--- config.mk ---
export PLATFORM = sky130hd
export DESIGN_NAME = min_max_decoder
export DESIGN_NICKNAME = d
export VERILOG_FILES = /design/src/rtl/min_max_pkg.sv /design/src/rtl/min_max_dec_scan.sv /design/src/rtl/min_max_decoder.sv
export SDC_FILE = /design/constraint.sdc
export NUM_CORES = 1
export LEC_CHECK = 0
export CAP_MARGIN = 20
export CORE_ASPECT_RATIO = 1.4
export CORE_UTILIZATION = 50
export DETAILED_ROUTE_END_ITERATION = 8
export HOLD_SLACK_MARGIN = 0.15
export PLACE_DENSITY = 0.71
export REMOVE_ABC_BUFFERS = 1
export SLEW_MARGIN = 20
export SYNTH_ARGS = -nofsm -noshare
export SYNTH_HDL_FRONTEND = slang
export SYNTH_SLANG_ARGS = --single-unit
--- constraint.sdc ---
create_clock -name clk_i -period 2.6 [get_ports clk_i]
set_input_delay 0.78 -clock clk_i [delete_from_list [all_inputs] [get_ports clk_i]]
set_output_delay 0.78 -clock clk_i [all_outputs]
set_load 0.005 [all_outputs]
--- src/rtl/min_max_pkg.sv ---
// Shared types and constants for the min_max LED-bar decoder.
package min_max_pkg;

    localparam int unsigned DefValSize = 4;
    localparam int unsigned DefBarW    = 2 ** DefValSize;

    typedef logic [DefValSize-1:0] val_t;
    typedef logic [DefBarW-1:0]    bar_t;

    typedef enum logic [1:0] {
        StIdle,
        StWaitB,
        StScan,
        StOut
    } dec_state_t;

    // Error causes, used to label diagnostic messages.
    localparam int unsigned ErrNone       = 0;
    localparam int unsigned ErrFullEmpty  = 1;
    localparam int unsigned ErrFullBroken = 2;
    localparam int unsigned ErrLitEmpty   = 3;
    localparam int unsigned ErrLitBroken  = 4;
    localparam int unsigned ErrLitOffset  = 5;

endpackage

--- src/rtl/min_max_dec_scan.sv ---
// Serial scanner: walks the merged bars one bit per cycle, tracking run bounds and breaks.
module min_max_dec_scan
    import min_max_pkg::*;
#(
    parameter int unsigned VALSIZE = 4
) (
    input  logic                  clk_i,
    input  logic                  rst_ni,
    input  logic                  start_i,
    input  logic [2**VALSIZE-1:0] full_i,
    input  logic [2**VALSIZE-1:0] lit_i,
    output logic                  done_o,
    output logic [VALSIZE-1:0]    first_o,
    output logic [VALSIZE-1:0]    last_o,
    output logic [VALSIZE-1:0]    lit_last_o,
    output logic                  err_o
);

    localparam int unsigned N = 2 ** VALSIZE;

    logic               busy_q, busy_d;
    logic [VALSIZE:0]   idx_q, idx_d;
    logic               have_full_q, have_full_d;
    logic               have_lit_q, have_lit_d;
    logic               brk_q, brk_d;
    logic [VALSIZE-1:0] first_q, first_d;
    logic [VALSIZE-1:0] last_q, last_d;
    logic [VALSIZE-1:0] lit_first_q, lit_first_d;
    logic [VALSIZE-1:0] lit_last_q, lit_last_d;
    logic [VALSIZE-1:0] bit_idx;

    assign bit_idx = idx_q[VALSIZE-1:0];
    assign done_o  = busy_q && (idx_q == (VALSIZE+1)'(N));

    always_comb begin
        busy_d      = busy_q;
        idx_d       = idx_q;
        have_full_d = have_full_q;
        have_lit_d  = have_lit_q;
        brk_d       = brk_q;
        first_d     = first_q;
        last_d      = last_q;
        lit_first_d = lit_first_q;
        lit_last_d  = lit_last_q;
        if (start_i) begin
            busy_d      = 1'b1;
            idx_d       = '0;
            have_full_d = 1'b0;
            have_lit_d  = 1'b0;
            brk_d       = 1'b0;
            first_d     = '0;
            last_d      = '0;
            lit_first_d = '0;
            lit_last_d  = '0;
        end else if (busy_q) begin
            if (done_o) begin
                busy_d = 1'b0;
            end else begin
                idx_d = idx_q + 1'b1;
                if (full_i[bit_idx]) begin
                    if (!have_full_q) begin
                        have_full_d = 1'b1;
                        first_d     = bit_idx;
                    end else if (last_q + 1'b1 != bit_idx) begin
                        brk_d = 1'b1;
                    end
                    last_d = bit_idx;
                end
                if (lit_i[bit_idx]) begin
                    if (!have_lit_q) begin
                        have_lit_d  = 1'b1;
                        lit_first_d = bit_idx;
                    end else if (lit_last_q + 1'b1 != bit_idx) begin
                        brk_d = 1'b1;
                    end
                    lit_last_d = bit_idx;
                end
            end
        end
    end

    always_ff @(posedge clk_i) begin
        if (!rst_ni) begin
            busy_q      <= 1'b0;
            idx_q       <= '0;
            have_full_q <= 1'b0;
            have_lit_q  <= 1'b0;
            brk_q       <= 1'b0;
            first_q     <= '0;
            last_q      <= '0;
            lit_first_q <= '0;
            lit_last_q  <= '0;
        end else begin
            busy_q      <= busy_d;
            idx_q       <= idx_d;
            have_full_q <= have_full_d;
            have_lit_q  <= have_lit_d;
            brk_q       <= brk_d;
            first_q     <= first_d;
            last_q      <= last_d;
            lit_first_q <= lit_first_d;
            lit_last_q  <= lit_last_d;
        end
    end

    assign first_o    = first_q;
    assign last_o     = last_q;
    assign lit_last_o = lit_last_q;
    // lit is a subset of full, so a lit run must begin exactly where the full run does.
    assign err_o      = !have_full_q || !have_lit_q || brk_q || (lit_first_q != first_q);

endmodule

--- src/rtl/min_max_decoder.sv ---
// Recovers (min, max, value) from two opposite-phase LED frames of min_max_top.
module min_max_decoder
    import min_max_pkg::*;
#(
    parameter int unsigned VALSIZE = 4,
    parameter int unsigned TIMEOUT = 15
) (
    input  logic                  clk_i,
    input  logic                  rst_ni,
    input  logic [2**VALSIZE-1:0] leds_i,
    input  logic                  leds_valid_i,
    output logic                  leds_ready_o,
    output logic [VALSIZE-1:0]    min_o,
    output logic [VALSIZE-1:0]    max_o,
    output logic [VALSIZE-1:0]    value_o,
    output logic                  err_o,
    output logic                  res_valid_o,
    input  logic                  res_ready_i
);

    localparam int unsigned N    = 2 ** VALSIZE;
    localparam int unsigned CntW = $clog2(TIMEOUT + 1);

    dec_state_t         state_q, state_d;
    logic [N-1:0]       a_q, a_d;
    logic [N-1:0]       b_q, b_d;
    logic [CntW-1:0]    cnt_q, cnt_d;
    logic [VALSIZE-1:0] min_q, min_d;
    logic [VALSIZE-1:0] max_q, max_d;
    logic [VALSIZE-1:0] val_q, val_d;
    logic               err_q, err_d;

    logic               frame_xfer;
    logic               scan_start;
    logic               scan_done;
    logic               scan_err;
    logic [VALSIZE-1:0] scan_first;
    logic [VALSIZE-1:0] scan_last;
    logic [VALSIZE-1:0] scan_lit_last;
    logic [N-1:0]       full;
    logic [N-1:0]       lit;

    assign full         = a_q | b_q;
    assign lit          = a_q & b_q;
    assign leds_ready_o = (state_q == StIdle) || (state_q == StWaitB);
    assign frame_xfer   = leds_valid_i && leds_ready_o;

    min_max_dec_scan #(
        .VALSIZE(VALSIZE)
    ) u_scan (
        .clk_i      (clk_i),
        .rst_ni     (rst_ni),
        .start_i    (scan_start),
        .full_i     (full),
        .lit_i      (lit),
        .done_o     (scan_done),
        .first_o    (scan_first),
        .last_o     (scan_last),
        .lit_last_o (scan_lit_last),
        .err_o      (scan_err)
    );

    always_comb begin
        state_d    = state_q;
        a_d        = a_q;
        b_d        = b_q;
        cnt_d      = cnt_q;
        min_d      = min_q;
        max_d      = max_q;
        val_d      = val_q;
        err_d      = err_q;
        scan_start = 1'b0;
        unique case (state_q)
            StIdle: begin
                if (frame_xfer) begin
                    a_d     = leds_i;
                    cnt_d   = '0;
                    state_d = StWaitB;
                end
            end
            StWaitB: begin
                if (frame_xfer) begin
                    b_d        = leds_i;
                    scan_start = 1'b1;
                    state_d    = StScan;
                end else if (cnt_q == CntW'(TIMEOUT)) begin
                    a_d     = '0;
                    state_d = StIdle;
                end else begin
                    cnt_d = cnt_q + 1'b1;
                end
            end
            StScan: begin
                if (scan_done) begin
                    err_d   = scan_err;
                    min_d   = scan_err ? '0 : scan_first;
                    max_d   = scan_err ? '0 : scan_last;
                    val_d   = scan_err ? '0 : scan_lit_last;
                    state_d = StOut;
                end
            end
            StOut: begin
                if (res_ready_i) begin
                    state_d = StIdle;
                end
            end
            default: state_d = StIdle;
        endcase
    end

    always_ff @(posedge clk_i) begin
        if (!rst_ni) begin
            state_q <= StIdle;
            a_q     <= '0;
            b_q     <= '0;
            cnt_q   <= '0;
            min_q   <= '0;
            max_q   <= '0;
            val_q   <= '0;
            err_q   <= 1'b0;
        end else begin
            state_q <= state_d;
            a_q     <= a_d;
            b_q     <= b_d;
            cnt_q   <= cnt_d;
            min_q   <= min_d;
            max_q   <= max_d;
            val_q   <= val_d;
            err_q   <= err_d;
        end
    end

    // Result fields read as zero whenever no result is being offered.
    assign res_valid_o = (state_q == StOut);
    assign min_o       = res_valid_o ? min_q : '0;
    assign max_o       = res_valid_o ? max_q : '0;
    assign value_o     = res_valid_o ? val_q : '0;
    assign err_o       = res_valid_o ? err_q : 1'b0;

endmodule

# [Word level (Yosys, flattened, before mapping)]
# Index checks and enable logic that the tools add are counted.
[word_totals] output_inout_bits=15 register_bits=76
[classes] magnitude_cmp=1 n_reduce_logical=21 n_addsub=4 n_mux=36 eq_ne=15 bitwise=6
[op_table] operator="$mux 16" count=3
[op_table] operator="$mux 4" count=9
[op_table] operator="$pmux 16 s2" count=1
[op_table] operator="$reduce_and 4->1" count=5
[op_table] operator="$and 16x16->16" count=1
[op_table] operator="$or 16x16->16" count=1
[op_table] operator="$mux 1" count=14
[op_table] operator="$add 4x1->4 const B" count=3
[op_table] operator="$ne 4x4->1" count=3
[op_table] operator="$mux 2" count=5
[op_table] operator="$bmux 1 s4" count=2
[op_table] operator="$ne 2x2->1 const B" count=4
[op_table] operator="$pmux 2 s4" count=1
[op_table] operator="$pmux 4 s2" count=1
[op_table] operator="$reduce_and 2->1" count=3
[op_table] operator="$reduce_and 3->1" count=2
[op_table] operator="$add 5x1->5 const B" count=1
[op_table] operator="$eq 5x5->1 const B" count=1
[op_table] operator="$lt 4x5->1 const B" count=1
[op_table] operator="$eq 2x2->1 const B" count=2
[op_table] operator="$eq 4x4->1 const B" count=1
[op_table] operator="$logic_or 1x1->1" count=4
[op_table] operator="$ne 2x1->1 const B" count=2
[op_table] operator="$not 1->1" count=4
[op_table] operator="other kinds (7)" count=9

# [Logic depth before layout (Yosys ltp)]
# Gate-level depths: netlist of the first run.
[depth] word_depth=8 ltp_mapped=9 ltp_nobuf=7

# [Cells and area by module]
# Synthesis of the first run repeated with hierarchy kept, for this count alone.
[unflattened] cells_unflattened=465 area_unflattened_um2=4000.1
[modules_own_cells] mod="min_max_decoder" instances=1 cells_per_inst=290 area_each_um2=2344.7 seq_area_each_um2=1021.0
[modules_own_cells] mod="min_max_dec_scan" instances=1 cells_per_inst=175 area_each_um2=1655.3 seq_area_each_um2=500.5

# [Least setup slack after synthesis of the first run]
# No wires, ideal clock.
[synth_path] path_kind="register -> register" start="reg u_scan.idx_q[1]" end="reg u_scan.first_q[2], in the netlist u_scan.first_o[2]" period_less_slack_ps=2130 arrival_ps=2059 path_buffers=1 path_slack_ps=470 required_time_ps=2528 stages_incl_launch_ff=8 path_cell_list="dfxtp_1 -> buf_2 -> inv_2 -> ha_1 -> a31oi_1 -> nand4_2 -> nor2_4 -> mux2i_1"
[synth_between] elab_chain_cells=4 word_cells_on_any_way=6
[synth_rtl] item="from (decl)" line_no="min_max_dec_scan.sv:22" source="logic [VALSIZE:0] idx_q, idx_d;"
[synth_rtl] item="from (signal assigned)" line_no="min_max_dec_scan.sv:95" source="idx_q <= idx_d;"
[synth_rtl] item="parallel branches: the longest is 3 deep, another holds $bmux 1 s4"
[synth_rtl] item="$reduce_and 4->1 (no line) *"
[synth_rtl] item="to (signal assigned)" line_no="min_max_dec_scan.sv:99" source="first_q <= first_d;"
[synth_rtl] item="to (decl)" line_no="min_max_dec_scan.sv:26" source="logic [VALSIZE-1:0] first_q, first_d;"
# Mark *: on every way between the ends. The select of a mux whose other input is x is not followed.
# A chain may end at the register's enable or synchronous reset.

==> flow_metrics.tcl, run 1 <==
set metrics [dict create \
    final_area_mm2 0.00433 \
    fmax_mhz 419 \
    power_density_mw_per_mm2 612 \
    die_x_um 73.6 \
    coreArea_mm2 0.00694 \
    grt_usage_pct 23.6 \
    relSlewSlack_pct 64.7 \
    slowest_delay_ns 0.52 \
    synth_top_family_by_area "simple AND/OR/NAND/NOR gates" \
    die_y_um 102 \
    synthArstFlopShare_pct 0 \
    drtPass1Iterations 5 \
    clk_pin_slew_worst_paths_ns 0.08 \
    crit_path_top_delay_cell "clkdlybuf4s50_1" \
    die-area_mm2 0.00752 \
    required_ns 1.82 \
    syn_area_per_cell_um2 7.97 \
    yosysSeqAreaShare_pct 42.4 \
    cts_tree "yes" \
    ys.flop_type "dfxtp_1" \
    initial_core_util_pct 51.7 \
    cts_htree_levels 3 \
    insertion_delay_ns 0.35 \
    syn-cell-area_mm2 0.00359 \
    clockBufferDepth 2 \
    switchingPower_w 0.000587 \
    path_delay_family "buffers and inverters" \
    switching_share_pct 22.2 \
    antenna_found_initial 0 \
    root_buffer "clkbuf_8" \
    ctsResizeCount 1 \
    vias 3199 \
    start_kind "flop" \
    ioPinCount 35 \
    setup_viol 0 \
    dpl-instance-area_mm2 0.00406 \
    worst-path-buf-inv 2 \
    fin_crit_ns 2.39 \
    yosys.area.top_type "dfxtp_1" \
    fin_cells 585 \
    vias_per_cell 5.47 \
    route.met2.wl_um 4200 \
    multi_input_area_mm2 0.00191 \
    wl_met3_um 223 \
    tightest_slew_ns 0.530 \
    drive_gt1_share_pct 8.78 \
    hold_viol 0 \
    numCtsBuffers 9 \
    rows 36 \
    n_fill_cell 671 \
    synthCells 450 \
    wl_met1_um 3440 \
    ys_warn_count 0 \
    cap_violations 0 \
    final_nets 510 \
    grt_max_degree 52 \
    pwr-share-clk_pct 44.7 \
    totalNegativeSetupSlack_ns 0 \
    synthSimpleGateAreaFrac_pct 28.1 \
    hold_class "reg -> reg" \
    placedCellCount 569 \
    dp_hpwl_um 5520 \
    post_cts_buffers 0 \
    power_frac_comb_pct 8.9 \
    grt_overflow 0 \
    period_share_pct 91.8 \
    regArea_mm2 0.00152 \
    n_antenna_cell 0 \
    synth-compound-area-share_pct 13.4 \
    avgRoutedWirePerCell_um 13.7 \
    fin_worst_skew_ns 0.00876 \
    intPower_w 0.00206 \
    power_frac_seq_pct 46.5 \
    synth_top_area_share_pct 42.4 \
    synthTopCellsByArea "dfxtp_1 (42%), nand2_1 (9.7%), a21oi_1 (7.5%)" \
    cts_hold_buf 0 \
    synth_fa_ha_area_share_pct 1.74 \
    crit_chain "clkinv_1 > nor2_1 > clkdlybuf4s50_1" \
    dr.first_iter.drc_count 154 \
    critPathCaptureType "output port" \
    gp_congestion 0.865 \
    highest_layer "met4" \
    rsz0062_at_grt "false" \
    drt_wl_total_um 8000 \
    cp.arrival_ns 1.61 \
    p_leak_nw 1.63 \
    status "complete, no violations" \
    irDropWorstVdd_mv 0.490 \
    grt_pass1_wl_um 13700 \
    ys_types 49 \
    finalMaxSlewViolations 0 \
    finalPower_w 0.00265 \
    cts_sinks 76 \
    synth_edf_count 0 \
    final_common_cell "nand2_1" \
    layout.cells.most_common_list "nand2_1 (93), dfxtp_1 (74), a21oi_1 (54)" \
    route.detailed.drc 0 \
    synthXorXnorAreaFrac_pct 5.13 \
    synth-seq-cells 76 \
    syn_to_final_growth_pct 20.7 \
    crit_path_max_fanout 19 \
    io_buffers 34 \
    synthMuxAreaShare_pct 4.61 \
    ant_nets 0 \
    path_class "reg -> out" \
    grt_pass1_vias 3020 \
]
## flip-flops by register name, indices dropped and copies added, names as in the netlist, named ones only
| name | flops |
|---|---|
| err_q | 1 |
| max_q | 4 |
| u_scan.busy_q | 1 |
| u_scan.first_o | 4 |
| u_scan.lit_last_o | 4 |
| u_scan.idx_q | 5 |
| b_q | 16 |
| min_q | 4 |
| u_scan.last_o | 4 |
| u_scan.lit_first_q | 4 |
| u_scan.brk_q | 1 |
| a_q | 16 |
| state_q | 1 |
| u_scan.have_full_q | 1 |
| u_scan.have_lit_q | 1 |
| cnt_q | 4 |
| val_q | 4 |
## metal layers
metal | vias to the layer above | GRT usage, %
li1 | 1633 | -
met3 | 12 | 4.14
met2 | 64 | 40.9
met4 | 0 | 9.47
met1 | 1490 | 28.7
met5 | - | 0
## kinds of logic (layout without fill, tap and decap cells)
group | Yosys count | in the layout
buffers and inverters | 38 | 78
xor gates and xnor gates | 21 | 21
adders and majority gates | 5 | 5
DFF | 76 | 76
AOI/OAI and AO/OA | 82 | 82
and+or+nand+nor | 214 | 214
muxes | 14 | 14
## path summary, 6_finish.rpt
kind                                 startpoint           endpoint  slack (ns)  cells after the start
worst min-delay path                   val_q[1]           val_q[1]        0.45                      2
worst min register to register         val_q[1]           val_q[1]        0.45                      2
worst max-delay path                       flop        res_valid_o        0.21                      3
worst max register to register  u_scan.idx_q[0]  u_scan.first_o[3]        0.32                      7
## final cells by class
class	instances	area share (%)
clock inverter	4	2.78
tap	95	2.75
sequential	76	35.2
timing repair buffer	52	11.0
clock buffer	12	3.35
multi-input combinational	336	44.0
inverter	10	0.868
## through the flow
step | setup WS, ns | hold slack, ns | utilization, %
floorplan | -0.223 | 0.427 | -
global placement | 0.262 | 0.436 | 58.5
detailed placement | 0.189 | 0.440 | 58.5
CTS | 0.00460 | 0.448 | 62.4
global route | 0.0698 | 0.467 | 62.4
finish | 0.212 | 0.446 | 62.4
## cell usage after synthesis (all sizes together) (7+ instances only)
cell,instances
xnor2,12
nand3,40
nand2,93
nor2,30
a21oi,54
xor2,9
nand4,9
clkbuf,20
buf,8
and3,17
dfxtp,76
mux2i,12
inv,8
o21ai,7
## worst min-delay path: cells and delay by family (launching register included)
family          cells  cell delay [ns]
simple gates        1             0.05
compound gates      1             0.05
flops               1             0.31
## power groups by stage
stage | clock network, W | logic [W] | registers [W]
6_report | 0.00118 | 0.000235 | 0.00123
5_1_grt | 0.00125 | 0.000264 | 0.00124
4_1_cts | 0.00120 | 0.000237 | 0.00123
3_5_place_dp | 0 | 0.000236 | 0.00126
3_3_place_gp | 0 | 0.000231 | 0.00126
2_1_floorplan | 0 | 0.000132 | 0.00125
Note: power is estimated with default switching activity, not from simulation.
==> run 2: changes to the inputs <==
--- a/config.mk
+++ b/config.mk
@@ -5,9 +5,10 @@
 export SDC_FILE = /design/constraint.sdc
 export NUM_CORES = 1
 export LEC_CHECK = 0
-export CAP_MARGIN = 20
+export CAP_MARGIN = 10
 export CORE_ASPECT_RATIO = 1.4
 export CORE_UTILIZATION = 50
+export CTS_CLUSTER_DIAMETER = 80
 export DETAILED_ROUTE_END_ITERATION = 8
 export HOLD_SLACK_MARGIN = 0.15
 export PLACE_DENSITY = 0.71
==> results of run 2 <==
Same layout as run 1: the final DEF is identical, and so are final timing and power.
